[src/rtl/gecko_load_store_unit.sv]
// Gecko memory stage: formats loads/stores into word-aligned memory requests and retires loads in order.
// Optional misaligned-access trap enabled by defining GECKO_LSU_MISALIGN_TRAP_EN (adds exc_valid/exc_addr).

module gecko_lsu_chk (
    input logic clk,
    input logic rst,
    input logic i_resp_valid,
    input logic i_resp_has_entry
);
    a_resp_has_entry: assert property (@(posedge clk) disable iff (rst) i_resp_valid |-> i_resp_has_entry);
endmodule

module gecko_load_store_unit #(
    parameter int MAX_OUTSTANDING = 4
) (
    input  logic                               clk,
    input  logic                               rst,
    input  logic                               cmd_valid,
    output logic                               cmd_ready,
    input  logic                               cmd_is_store,
    input  logic [2:0]                         cmd_op,
    input  logic [31:0]                        cmd_addr,
    input  logic [31:0]                        cmd_value,
    input  logic [4:0]                         cmd_rd_addr,
    output logic                               mem_req_valid,
    input  logic                               mem_req_ready,
    output logic                               mem_req_write,
    output logic [31:0]                        mem_req_addr,
    output logic [31:0]                        mem_req_wdata,
    output logic [3:0]                         mem_req_wmask,
    input  logic                               mem_resp_valid,
    input  logic [31:0]                        mem_resp_data,
    output logic                               wb_valid,
    input  logic                               wb_ready,
    output logic [4:0]                         wb_rd_addr,
    output logic [31:0]                        wb_rd_value,
    output logic [$clog2(MAX_OUTSTANDING):0]   loads_pending
`ifdef GECKO_LSU_MISALIGN_TRAP_EN
    ,
    output logic                               exc_valid,
    output logic [31:0]                        exc_addr
`endif
);
    localparam int PW = $clog2(MAX_OUTSTANDING);
    localparam int CW = PW + 1;
    localparam logic [2:0] OP_B  = 3'b000;
    localparam logic [2:0] OP_H  = 3'b001;
    localparam logic [2:0] OP_BU = 3'b100;
    localparam logic [2:0] OP_HU = 3'b101;

    function automatic logic [31:0] fmt_wdata(input logic [1:0] size, input logic [1:0] off,
                                              input logic [31:0] value);
        logic [31:0] res;
        case (size)
            2'b00:   res = {24'd0, value[7:0]} << {off, 3'b000};
            2'b01:   res = {16'd0, value[15:0]} << {off[1], 4'b0000};
            default: res = value;
        endcase
        return res;
    endfunction

    function automatic logic [3:0] fmt_wmask(input logic [1:0] size, input logic [1:0] off);
        logic [3:0] res;
        case (size)
            2'b00:   res = 4'b0001 << off;
            2'b01:   res = 4'b0011 << {off[1], 1'b0};
            default: res = 4'b1111;
        endcase
        return res;
    endfunction

    function automatic logic [31:0] load_extract(input logic [2:0] op, input logic [1:0] off,
                                                 input logic [31:0] data);
        logic [31:0] byte_s;
        logic [31:0] half_s;
        logic [31:0] res;
        byte_s = data >> {off, 3'b000};
        half_s = data >> {off[1], 4'b0000};
        case (op)
            OP_B:    res = {{24{byte_s[7]}}, byte_s[7:0]};
            OP_BU:   res = {24'd0, byte_s[7:0]};
            OP_H:    res = {{16{half_s[15]}}, half_s[15:0]};
            OP_HU:   res = {16'd0, half_s[15:0]};
            default: res = data;
        endcase
        return res;
    endfunction

    logic                        r_req_valid;
    logic                        r_req_write;
    logic [31:0]                 r_req_addr;
    logic [31:0]                 r_req_wdata;
    logic [3:0]                  r_req_wmask;
    logic [PW-1:0]               r_alloc_ptr;
    logic [PW-1:0]               r_fill_ptr;
    logic [PW-1:0]               r_head_ptr;
    logic [CW-1:0]               r_pending;
    logic [MAX_OUTSTANDING-1:0]  r_alloc_v;
    logic [MAX_OUTSTANDING-1:0]  r_filled;
    logic [2:0]                  r_op   [MAX_OUTSTANDING];
    logic [1:0]                  r_off  [MAX_OUTSTANDING];
    logic [4:0]                  r_rd   [MAX_OUTSTANDING];
    logic [31:0]                 r_data [MAX_OUTSTANDING];
    logic                        r_wb_valid;
    logic [4:0]                  r_wb_rd;
    logic [31:0]                 r_wb_value;

    logic          w_misalign;
    logic          w_accept;
    logic          w_issue;
    logic          w_alloc;
    logic          w_fill;
    logic          w_free;
    logic [PW-1:0] w_src_ptr;
    logic          w_src_ready;
    logic [31:0]   w_src_data;
    logic          w_wb_load;

`ifdef GECKO_LSU_MISALIGN_TRAP_EN
    assign w_misalign = ((cmd_op[1:0] == 2'b01) && cmd_addr[0]) ||
                        ((cmd_op[1:0] == 2'b10) && (cmd_addr[1:0] != 2'b00));
`else
    assign w_misalign = 1'b0;
`endif

    // Load credit uses the registered count, so a same-cycle free never opens a full buffer.
    assign cmd_ready = !rst && (!r_req_valid || mem_req_ready) &&
                       (cmd_is_store || (r_pending < CW'(MAX_OUTSTANDING)));
    assign w_accept  = cmd_valid && cmd_ready;
    assign w_issue   = w_accept && !w_misalign;
    assign w_alloc   = w_issue && !cmd_is_store;
    assign w_fill    = mem_resp_valid && r_alloc_v[r_fill_ptr] && !r_filled[r_fill_ptr];
    assign w_free    = r_wb_valid && wb_ready;

    // Pick the entry that feeds the writeback register next, bypassing a same-cycle response.
    always_comb begin
        w_src_ptr   = w_free ? (r_head_ptr + PW'(1)) : r_head_ptr;
        w_src_ready = r_alloc_v[w_src_ptr] &&
                      (r_filled[w_src_ptr] || (w_fill && (r_fill_ptr == w_src_ptr)));
        w_src_data  = r_filled[w_src_ptr] ? r_data[w_src_ptr] : mem_resp_data;
        w_wb_load   = (!r_wb_valid || w_free) && w_src_ready;
    end

    // Request stage register, held until memory accepts it.
    always_ff @(posedge clk) begin
        if (rst) begin
            r_req_valid <= 1'b0;
            r_req_write <= 1'b0;
            r_req_addr  <= 32'd0;
            r_req_wdata <= 32'd0;
            r_req_wmask <= 4'b0000;
        end else if (w_issue) begin
            r_req_valid <= 1'b1;
            r_req_write <= cmd_is_store;
            r_req_addr  <= {cmd_addr[31:2], 2'b00};
            r_req_wdata <= cmd_is_store ? fmt_wdata(cmd_op[1:0], cmd_addr[1:0], cmd_value) : 32'd0;
            r_req_wmask <= cmd_is_store ? fmt_wmask(cmd_op[1:0], cmd_addr[1:0]) : 4'b0000;
        end else if (mem_req_ready) begin
            r_req_valid <= 1'b0;
        end else begin
            r_req_valid <= r_req_valid;
        end
    end

    // Completion buffer: allocate on load issue, fill on response, free on writeback handshake.
    always_ff @(posedge clk) begin
        if (rst) begin
            r_alloc_ptr <= '0;
            r_fill_ptr  <= '0;
            r_head_ptr  <= '0;
            r_pending   <= '0;
            r_alloc_v   <= '0;
            r_filled    <= '0;
            for (int i = 0; i < MAX_OUTSTANDING; i++) begin
                r_op[i]   <= 3'd0;
                r_off[i]  <= 2'd0;
                r_rd[i]   <= 5'd0;
                r_data[i] <= 32'd0;
            end
        end else begin
            if (w_alloc) begin
                r_alloc_v[r_alloc_ptr] <= 1'b1;
                r_filled[r_alloc_ptr]  <= 1'b0;
                r_op[r_alloc_ptr]      <= cmd_op;
                r_off[r_alloc_ptr]     <= cmd_addr[1:0];
                r_rd[r_alloc_ptr]      <= cmd_rd_addr;
                r_alloc_ptr            <= r_alloc_ptr + PW'(1);
            end else begin
                r_alloc_ptr <= r_alloc_ptr;
            end
            if (w_fill) begin
                r_data[r_fill_ptr]   <= mem_resp_data;
                r_filled[r_fill_ptr] <= 1'b1;
                r_fill_ptr           <= r_fill_ptr + PW'(1);
            end else begin
                r_fill_ptr <= r_fill_ptr;
            end
            if (w_free) begin
                r_alloc_v[r_head_ptr] <= 1'b0;
                r_filled[r_head_ptr]  <= 1'b0;
                r_head_ptr            <= r_head_ptr + PW'(1);
            end else begin
                r_head_ptr <= r_head_ptr;
            end
            case ({w_alloc, w_free})
                2'b10:   r_pending <= r_pending + CW'(1);
                2'b01:   r_pending <= r_pending - CW'(1);
                default: r_pending <= r_pending;
            endcase
        end
    end

    // Writeback output register.
    always_ff @(posedge clk) begin
        if (rst) begin
            r_wb_valid <= 1'b0;
            r_wb_rd    <= 5'd0;
            r_wb_value <= 32'd0;
        end else if (w_wb_load) begin
            r_wb_valid <= 1'b1;
            r_wb_rd    <= r_rd[w_src_ptr];
            r_wb_value <= load_extract(r_op[w_src_ptr], r_off[w_src_ptr], w_src_data);
        end else if (w_free) begin
            r_wb_valid <= 1'b0;
        end else begin
            r_wb_valid <= r_wb_valid;
        end
    end

`ifdef GECKO_LSU_MISALIGN_TRAP_EN
    logic        r_exc_valid;
    logic [31:0] r_exc_addr;

    // One-cycle exception pulse for an accepted misaligned access.
    always_ff @(posedge clk) begin
        if (rst) begin
            r_exc_valid <= 1'b0;
            r_exc_addr  <= 32'd0;
        end else if (w_accept && w_misalign) begin
            r_exc_valid <= 1'b1;
            r_exc_addr  <= cmd_addr;
        end else begin
            r_exc_valid <= 1'b0;
            r_exc_addr  <= r_exc_addr;
        end
    end

    assign exc_valid = r_exc_valid;
    assign exc_addr  = r_exc_addr;
`endif

    assign mem_req_valid = r_req_valid;
    assign mem_req_write = r_req_write;
    assign mem_req_addr  = r_req_addr;
    assign mem_req_wdata = r_req_wdata;
    assign mem_req_wmask = r_req_wmask;
    assign wb_valid      = r_wb_valid;
    assign wb_rd_addr    = r_wb_rd;
    assign wb_rd_value   = r_wb_value;
    assign loads_pending = r_pending;

    gecko_lsu_chk u_chk (
        .clk              (clk),
        .rst              (rst),
        .i_resp_valid     (mem_resp_valid),
        .i_resp_has_entry (w_fill)
    );
endmodule

[config.mk]
export PLATFORM = sky130hd
export DESIGN_NAME = gecko_load_store_unit
export DESIGN_NICKNAME = d
export VERILOG_FILES = /design/src/rtl/gecko_load_store_unit.sv
export SDC_FILE = /design/constraint.sdc
export NUM_CORES = 1
export LEC_CHECK = 0
export ABC_AREA = 1
export CORE_ASPECT_RATIO = 1.1
export CORE_MARGIN = 2
export CORE_UTILIZATION = 58
export DETAILED_ROUTE_END_ITERATION = 6
export GPL_ROUTABILITY_DRIVEN = 0
export PLACE_DENSITY_LB_ADDON = 0.2
export SYNTH_ARGS = -nofsm -noshare
export SYNTH_HDL_FRONTEND = slang
export SYNTH_SLANG_ARGS = --single-unit
[constraint.sdc]
create_clock -name clk -period 5.7 [get_ports clk]
set_clock_uncertainty 0.15 [all_clocks]
set_input_delay 1.425 -clock clk [delete_from_list [all_inputs] [get_ports clk]]
set_output_delay 1.425 -clock clk [all_outputs]
set_load 0.01 [all_outputs]
==> results of run 1 <==
[power breakdown]
group / total [uW] / switching [uW] / internal, uW
sequential: 2340 / 35.0 / 2310
clock: 1940 / 788 / 1150
combinational: 513 / 311 / 202
total: 4800 / 1130 / 3670
[placed cells by master (no fill, tap or decap), types with 2 or more instances in the layout]
cell             count
dfxtp_1            123
edfxtp_1           168
nand2_1            415
clkbuf_1             6
clkdlybuf4s50_1    219
inv_1              115
nand3_1            190
inv_2                8
nand3_2             20
o31ai_1              2
nand4_1              5
conb_1               2
nor2_2               3
o22ai_1             11
buf_4               26
o21a_1              16
o21ai_1              2
a21oi_2              6
nand2_2              7
o21ai_0             76
clkinv_1            10
ha_1                13
nand2_4              2
bufinv_16            5
a22oi_1             12
clkinv_2             4
nor2_1             299
a21oi_1             67
clkbuf_16           29
[how the worst max path moves through the flow]
stage / end / slack (ns) / cells past startpoint
6_report: wb_rd_value[16] / 1.37 / 13
3_3_place_gp: wb_rd_value[17] / 1.00 / 13
4_1_cts: cmd_ready / 1.43 / 6
3_5_place_dp: wb_rd_value[19] / 0.90 / 13
2_1_floorplan: loads_pending[2] / 1.90 / 15
5_1_grt: wb_rd_value[28] / 1.10 / 13
[cells by family (layout without fill, tap and decap cells)]
family                     Yosys count  count (layout)  synth area share, %
DFF                                291             291                 54.7
AOI/OAI and AO/OA                  195             195                 8.01
other                                1               2               0.0273
adders and majority gates           14              14                 1.33
buffers and inverters              221             424                 7.04
and+or+nand+nor                    944             944                 28.9
[per-layer routing]
layer	routed length, um	vias up	part of all wire (%)	GRT usage (%)
met5	0	-	0	0
met1	14700	5775	37	37.9
li1	-	5807	-	-
met3	3750	129	9.4	6.62
met4	1730	0	4.3	14.9
met2	19500	649	49	54.2
[worst max-delay path, cell delays in order]
cell	delay, ns
clkdlybuf4s50_1	0.59
nand2_2	0.13
nand2_1	0.10
nand2_2	0.46
nand2_1	0.19
nand3_1	0.08
nand2_1	0.45
inv_2	0.30
nand2_1	0.19
nand3_2	0.38
nand3_1	0.24
nand2_1	0.06
inv_1	0.05
[through the flow]
stage / utilization (%) / instance area, sq um
2_1_floorplan: - / 13700
3_3_place_gp: 68.2 / 16000
3_5_place_dp: 68.2 / 16000
4_1_cts: 72.3 / 17000
5_1_grt: 72.3 / 17000
6_report: 72.3 / 17000
[registers in the layout, summed over array words and instances, names as in the netlist]
name	flops
r_data	128
mem_req_wdata	32
wb_rd_value	32
mem_req_addr	30
r_rd	20
r_op	12
r_off	8
wb_rd_addr	5
mem_req_wmask	4
r_alloc_v	4
r_filled	4
loads_pending	3
r_alloc_ptr	2
r_fill_ptr	2
r_head_ptr	2
mem_req_valid	1
mem_req_write	1
wb_valid	1
[layout make-up]
cell class	instances	area [sq um]	share of cell area [%]
sequential	291	7510	44.2
multi-input combinational	1155	5270	31.0
timing repair buffer	246	2390	14.1
clock buffer	35	748	4.41
inverter	125	469	2.76
tap	305	382	2.25
clock inverter	18	209	1.23
==> flow_summary.toml, run 1 <==
[clock_network]
clk_pin_slew_worst_paths_ns = 0.06
root_buffer = "clkbuf_16"
tritoncts = "yes"
postCtsHoldBufs = 0
clock_sinks = 291
ctsResizeCount = 0
clock_latency_ns = 0.55
clockBufferDepth = 3
cts_max_level = 1
post_cts_buffers = 0
numCtsBuffers = 29

[power]
p_per_area_nw_per_um2 = 283
leakage_uw = 0.00699
total_power_uw = 4800
ir_drop_mv = 0.244

[place]
portBuffers = 220
post-place-ws_ns = 0.899
placed_cells = 2122
hpwl_um = 26400

[layout]
fillers = 1781
fin_cells = 2175
nNetsFinal = 1973
layout-drive-gt1-share_pct = 6.10
layout-area-overhead-vs-synth_pct = 23.6
n_antenna_cell = 0

[sta]
finalCriticalPeriod_ns = 4.33
rsz0062_at_grt = "false"
fin_ws_ns = 1.37
fin_crit_sh_pct = 76.1
whs_ns = 0.316
setup_viol = 0
finalHoldViolCount = 0
drv_slew = 0
max_slew_margin_pct = 32.1
tns_ns = 0
fmax_mhz = 231
tightest_slew_ns = 1.02

[synthesis]
synthArstFlopShare_pct = 0
synth-edff-count = 168
netlist_top_cells_count = "nand2_1, nor2_1, nand3_1"
synth_top_cell_by_area = "edfxtp_1"
ys_seq_area_share_pct = 54.7
synthDistinctLibCells = 36
syn_inst = 1666
synthDominantCellAreaShare_pct = 36.7
ys_ff_latch = 291
yosysWarnings = 0
synthFlopType = "edfxtp_1"
avgSynthCellArea_sq_um = 8.24
synth_most_common_cell = "nand2_1"
synth_area_sq_um = 13700
synth_area_leaders = "edfxtp_1, dfxtp_1, nand2_1"

[floorplanning]
die_h_um = 165
io_pins = 223
core_area_sq_um = 23500
die_area_sq_um = 24900
die_w_um = 151
rows = 59
initial_core_util_pct = 58.5

[worst_setup_path]
required_ns = 6.05
cp-startpoint = "wb_ready"
r2r_cells = 13
r2r_end = "wb_rd_value[16]"
cp_max_fo = 34
cp.arrival_ns = 4.69
cp-start-kind = "input pin"
critPathKind = "input pin to register"
cp-end-kind = "register"
r2r_start = "r_head_ptr[0]"
r2r_slack_ns = 2.07

[worst_hold_path]
holdPathEnd = "wb_rd_addr[2]"
hold_depth = 2
hp-class = "register to register"
min_from = "wb_rd_addr[2]"

[detailed_routing]
dr.pass1.iters = 6
drcViolationCount = 0
drt-total-wl_um = 39700
ant_nets = 0
dr.first_iter.drc_count = 1156
wl_per_cell_um = 18.3
viasPerCell = 5.68
vias = 12400

[global_routing]
overflow = 0
antenna_found_initial = 0
grt.total_usage_pct = 31.5
grt_pass1_vias = 11900
grt_first_pass_wirelength_um = 61300
grt_max_degree = 70

[outcome]
status = "finished clean"

[job]
maxCapViolCount = 0
No activity file was read; power rests on OpenSTA's default activity.
==> run 2, diff against run 1 <==
--- a/config.mk
+++ b/config.mk
@@ -8,7 +8,7 @@
 export ABC_AREA = 1
 export CORE_ASPECT_RATIO = 1.1
 export CORE_MARGIN = 2
-export CORE_UTILIZATION = 58
+export CORE_UTILIZATION = 54
 export DETAILED_ROUTE_END_ITERATION = 6
 export GPL_ROUTABILITY_DRIVEN = 0
 export PLACE_DENSITY_LB_ADDON = 0.2
==> constraint.sdc (replaced) <==
create_clock -name clk -period 4.2 [get_ports clk]
set_clock_uncertainty 0.15 [all_clocks]
set_input_delay 1.05 -clock clk [delete_from_list [all_inputs] [get_ports clk]]
set_output_delay 1.05 -clock clk [all_outputs]
set_load 0.01 [all_outputs]
==> run 2 against run 1 <==
Sequential cell count unchanged. Largest power group unchanged. Sequential share of layout area fell by 0.36 points. Hold slack hardly changed. Register-to-register slack got worse by 1.1 ns. Highest routed layer unchanged. Die area up 7.2%. Worst setup slack worse by 0.73 ns. Via count decreased by 1.4%. Final area increased by 0.81%.
==> flow_summary.toml, run 2 (same netlist as run 1, synthesis figures left out) <==
[clock_network]
clockBufferDepth = 3
root_buffer = "clkbuf_16"
clock_sinks = 291
postCtsHoldBufs = 0
cts_max_level = 1
post_cts_buffers = 0
tritoncts = "yes"
numCtsBuffers = 29
clk_pin_slew_worst_paths_ns = 0.06
ctsResizeCount = 0
clock_latency_ns = 0.56

[layout]
nNetsFinal = 1982
fin_area_sq_um = 17100
regMostFlops = "r_data"
layout-drive-gt1-share_pct = 7.02
final_cell_mix = "nand2_1, nor2_1, clkdlybuf4s50_1"
largest_reg_flops = 128
layout-area-overhead-vs-synth_pct = 24.6
final_common_cell = "nand2_1"

[power]
p_per_area_nw_per_um2 = 382
leakage_uw = 0.00706
ir_drop_mv = 0.291

[floorplanning]
die_area_sq_um = 26700
rows = 61
die_h_um = 171
die_w_um = 156
io_pins = 223
core_area_sq_um = 25100
initial_core_util_pct = 54.7

[worst_hold_path]
hold_depth = 2
hp-class = "register to register"

[sta]
fmax_mhz = 281
drv_slew = 0
fin_crit_sh_pct = 84.8
setup_viol = 0
finalHoldViolCount = 0
finalCriticalPeriod_ns = 3.56
rsz0062_at_grt = "false"
tns_ns = 0
tightest_slew_ns = 0.694
max_slew_margin_pct = 53.7

[worst_setup_path]
required_ns = 3.00
critPathCapture = "cmd_ready"
r2r_slack_ns = 0.99
critPathKind = "input pin to primary output"
r2r_cells = 14
cp-start-kind = "input pin"
cp-end-kind = "primary output"
cp_max_fo = 2
r2r_end = "wb_rd_value[21]"
r2r_start = "r_head_ptr[0]"
cp-startpoint = "mem_req_ready"
cp.arrival_ns = 2.36

[detailed_routing]
dr.first_iter.drc_count = 1064
wl_per_cell_um = 17.5
drt-total-wl_um = 38500
ant_nets = 0
drcViolationCount = 0
vias = 12200
viasPerCell = 5.55
dr.pass1.iters = 5

[place]
place_area_sq_um = 16100
hpwl_um = 26000
portBuffers = 220

[global_routing]
grt.total_usage_pct = 28.7
antenna_found_initial = 1
grt_first_pass_wirelength_um = 61100
grt_max_degree = 70
grt_pass1_vias = 12100
overflow = 0

[job]
maxCapViolCount = 0

[outcome]
status = "finished clean"
==> run 2: power breakdown <==
group	switching (uW)	internal, uW
logic	409	278
clock network	1100	1560
registers	48.2	3130
total	1560	4970
==> run 2: stage by stage <==
| step | setup WS (ns) | hold slack, ns | utilization [%] | total power (uW) | std cells |
|---|---|---|---|---|---|
| final | 0.638 | 0.316 | 68.1 | 6530 | 2196 |
| after global placement | 0.270 | 0.302 | 64.3 | 3910 | 2141 |
| after global routing | 0.434 | 0.333 | 68.1 | 6750 | 2195 |
| after CTS | 0.631 | 0.318 | 68.1 | 6550 | 2195 |
| after floorplan | 0.776 | 0.287 | - | 3610 | 1667 |
| after detailed placement | 0.211 | 0.307 | 64.3 | 3920 | 2141 |
==> run 2: area by class of cell <==
cell class	count	area (sq um)
Timing Repair Buffer	255	2500
Clock inverter	25	249
Fill cell	2063	8000
Antenna cell	1	2.50
Multi-Input combinational cell	1155	5270
Inverter	125	469
Tap cell	315	394
Clock buffer	29	726
Sequential cell	291	7510
==> run 2: metal layers <==
| layer | GRT usage, % | part of all wire (%) |
|---|---|---|
| met5 | 0 | 0 |
| met4 | 11.8 | 3.8 |
| met3 | 6.73 | 8.8 |
| met2 | 50.0 | 49 |
| met1 | 34.5 | 38 |
==> run 2: worst max-delay path, stage by stage <==
cell	delay (ns)
clkdlybuf4s50_1	0.46
inv_1	0.04
nand2_1	0.08
o211ai_1	0.10
inv_2	0.07
clkdlybuf4s50_1	0.55
==> run 2: worst min-delay path by stage <==
stage,startpoint,end
6_report,mem_req_wdata[15],mem_req_wdata[15]
5_1_grt,mem_req_wdata[12],mem_req_wdata[12]
4_1_cts,mem_req_wdata[14],mem_req_wdata[14]
3_5_place_dp,mem_req_wdata[14],mem_req_wdata[14]
3_3_place_gp,mem_req_wdata[15],mem_req_wdata[15]
2_1_floorplan,r_alloc_v[1],r_alloc_v[1]
==> run 3, diff against run 2 <==
==> constraint.sdc (replaced) <==
create_clock -name clk -period 3.7 [get_ports clk]
set_clock_uncertainty 0.15 [all_clocks]
set_input_delay 0.925 -clock clk [delete_from_list [all_inputs] [get_ports clk]]
set_output_delay 0.925 -clock clk [all_outputs]
set_load 0.01 [all_outputs]
==> run 3 against run 2 <==
Combinational power grew 17%. Final cell count grew 0.73%. Register-to-register slack lost 0.27 ns. Non-clock buffer count grew 17. Via count grew 0.34%. Final area grew 1.1%. Count of clock-buffer cells in the layout grew 9. Sequential power grew 14%. Core utilization grew 0.76 points.
==> flow_summary.toml, run 3 (same netlist as run 1, synthesis figures left out) <==
[outcome]
status = "finished clean"

[power]
p_seq_share_pct = 48.7
clkPwrFrac_pct = 40.5
netSwitchingPower_uw = 1790
leakage_uw = 0.00715
p_per_area_nw_per_um2 = 429
total_power_uw = 7420
internal_power_uw = 5630
p_comb_share_pct = 10.8
swShare_pct = 24.2
ir_drop_mv = 0.314

[sta]
rsz0062_at_grt = "false"
fin_crit_sh_pct = 88.7
drv_slew = 0
max_slew_margin_pct = 53.5
tightest_slew_ns = 0.698
tns_ns = 0
setup_viol = 0
fmax_mhz = 305
whs_ns = 0.314
finalHoldViolCount = 0
finalCriticalPeriod_ns = 3.28

[worst_setup_path]
path_cells = "clkdlybuf4s50_1, inv_1, nand2_1, o211ai_1, inv_2, clkdlybuf4s50_1"
path_buf_inv = 4
cp-end-kind = "primary output"
cp_max_fo = 2
required_ns = 2.62
r2r_end = "wb_rd_value[19]"
critPathMaxStageDelay_ns = 0.54
cp-start-kind = "input pin"
r2r_cells = 15
cp_slowest_cell = "clkdlybuf4s50_1"
r2r_start = "r_head_ptr[0]"
cp.arrival_ns = 2.21
r2r_slack_ns = 0.72
cp_common_cell = "clkdlybuf4s50_1"
crit_family = "buffers and inverters"
critPathKind = "input pin to primary output"

[clock_network]
numCtsBuffers = 29
clk_pin_slew_worst_paths_ns = 0.06
clock_latency_ns = 0.56
postCtsHoldBufs = 0
tritoncts = "yes"
ctsResizeCount = 0
clockBufferDepth = 3
root_buffer = "clkbuf_16"
cts_max_level = 1
clock_sinks = 291
post_cts_buffers = 0

[worst_hold_path]
hp-class = "register to register"
hold_depth = 2
holdPathEnd = "mem_req_wdata[5]"
min_from = "mem_req_wdata[5]"

[detailed_routing]
ant_nets = 0
dr.pass1.iters = 6
vias = 12200
dr.first_iter.drc_count = 1104
viasPerCell = 5.53
drcViolationCount = 0
drt-total-wl_um = 39600
wl_per_cell_um = 17.9

[place]
portBuffers = 220
hpwl_um = 27100

[global_routing]
grt_max_degree = 70
grt_first_pass_wirelength_um = 62300
antenna_found_initial = 0
grt.total_usage_pct = 29.5
overflow = 0
grt_pass1_vias = 12300

[layout]
utilization_pct = 68.9
final_common_cell = "nand2_1"
n_antenna_cell = 0
regMostFlops = "r_data"
layout-area-overhead-vs-synth_pct = 26.0
nNetsFinal = 1999
largest_reg_flops = 128
layout-drive-gt1-share_pct = 7.91
final_cell_mix = "nand2_1, nor2_1, clkdlybuf4s50_1"

[floorplanning]
die_area_sq_um = 26700
io_pins = 223
die_h_um = 171
core_area_sq_um = 25100
rows = 61
die_w_um = 156
initial_core_util_pct = 54.7

[job]
maxCapViolCount = 0
run 3: cell count changes in the layout (fill, tap and decap cells not counted), sizes merged:
cell | previous run | this run
clkinvlp | 3 | 5
buf | 36 | 53
diode | 1 | 0
clkinv | 17 | 6
clkbuf | 29 | 38
bufinv | 5 | 3
inv | 125 | 127
run 3: worst max-delay path by stage:
stage               slack (ns)     startpoint                to  cells after the start
global placement          0.20       wb_ready    wb_rd_value[8]                     13
finish                    0.42  mem_req_ready         cmd_ready                      6
floorplan                 0.40            rst  loads_pending[2]                     15
detailed placement        0.07       wb_ready   wb_rd_value[19]                     16
global route              0.33  mem_req_ready         cmd_ready                      6
CTS                       0.40  mem_req_ready         cmd_ready                      6
run 3: power groups by stage:
stage	Sequential [uW]	Combinational (uW)	Clock, uW
floorplan	3690	407	0
global placement	3680	784	0
detailed placement	3680	794	0
CTS	3610	800	3030
global route	3620	879	3150
finish	3610	802	3010
run 3: stage by stage:
| step | instance area, sq um | setup slack (ns) | instances |
|---|---|---|---|
| 3_3_place_gp | 16300 | 0.203 | 2158 |
| 5_1_grt | 17300 | 0.329 | 2212 |
| 4_1_cts | 17300 | 0.401 | 2212 |
| 3_5_place_dp | 16300 | 0.0672 | 2158 |
| 6_report | 17300 | 0.418 | 2212 |
| 2_1_floorplan | 13700 | 0.401 | 1667 |
run 3: area by class of cell:
type	count	area, sq um
well taps	315	394
repair buffers	272	2690
multi-input cells	1155	5270
clock buffers	38	800
inverters	125	469
clock inverters	16	179
fillers	2057	7810
flip-flops and latches	291	7510
run 3: metal layers:
layer	global-route usage (%)	share of wire, %	vias up	wire length (um)
li1	-	-	5860	-
met1	34.7	38	5672	15000
met2	52.3	50	582	19700
met3	6.32	8.4	110	3330
met4	12.3	3.9	0	1560
met5	0	0	-	0
run 3: tightest hold or removal path, cell delays in order (launching register included):
cell and delay (ns):
dfxtp_1 0.31, nand2_1 0.06, a21oi_1 0.05
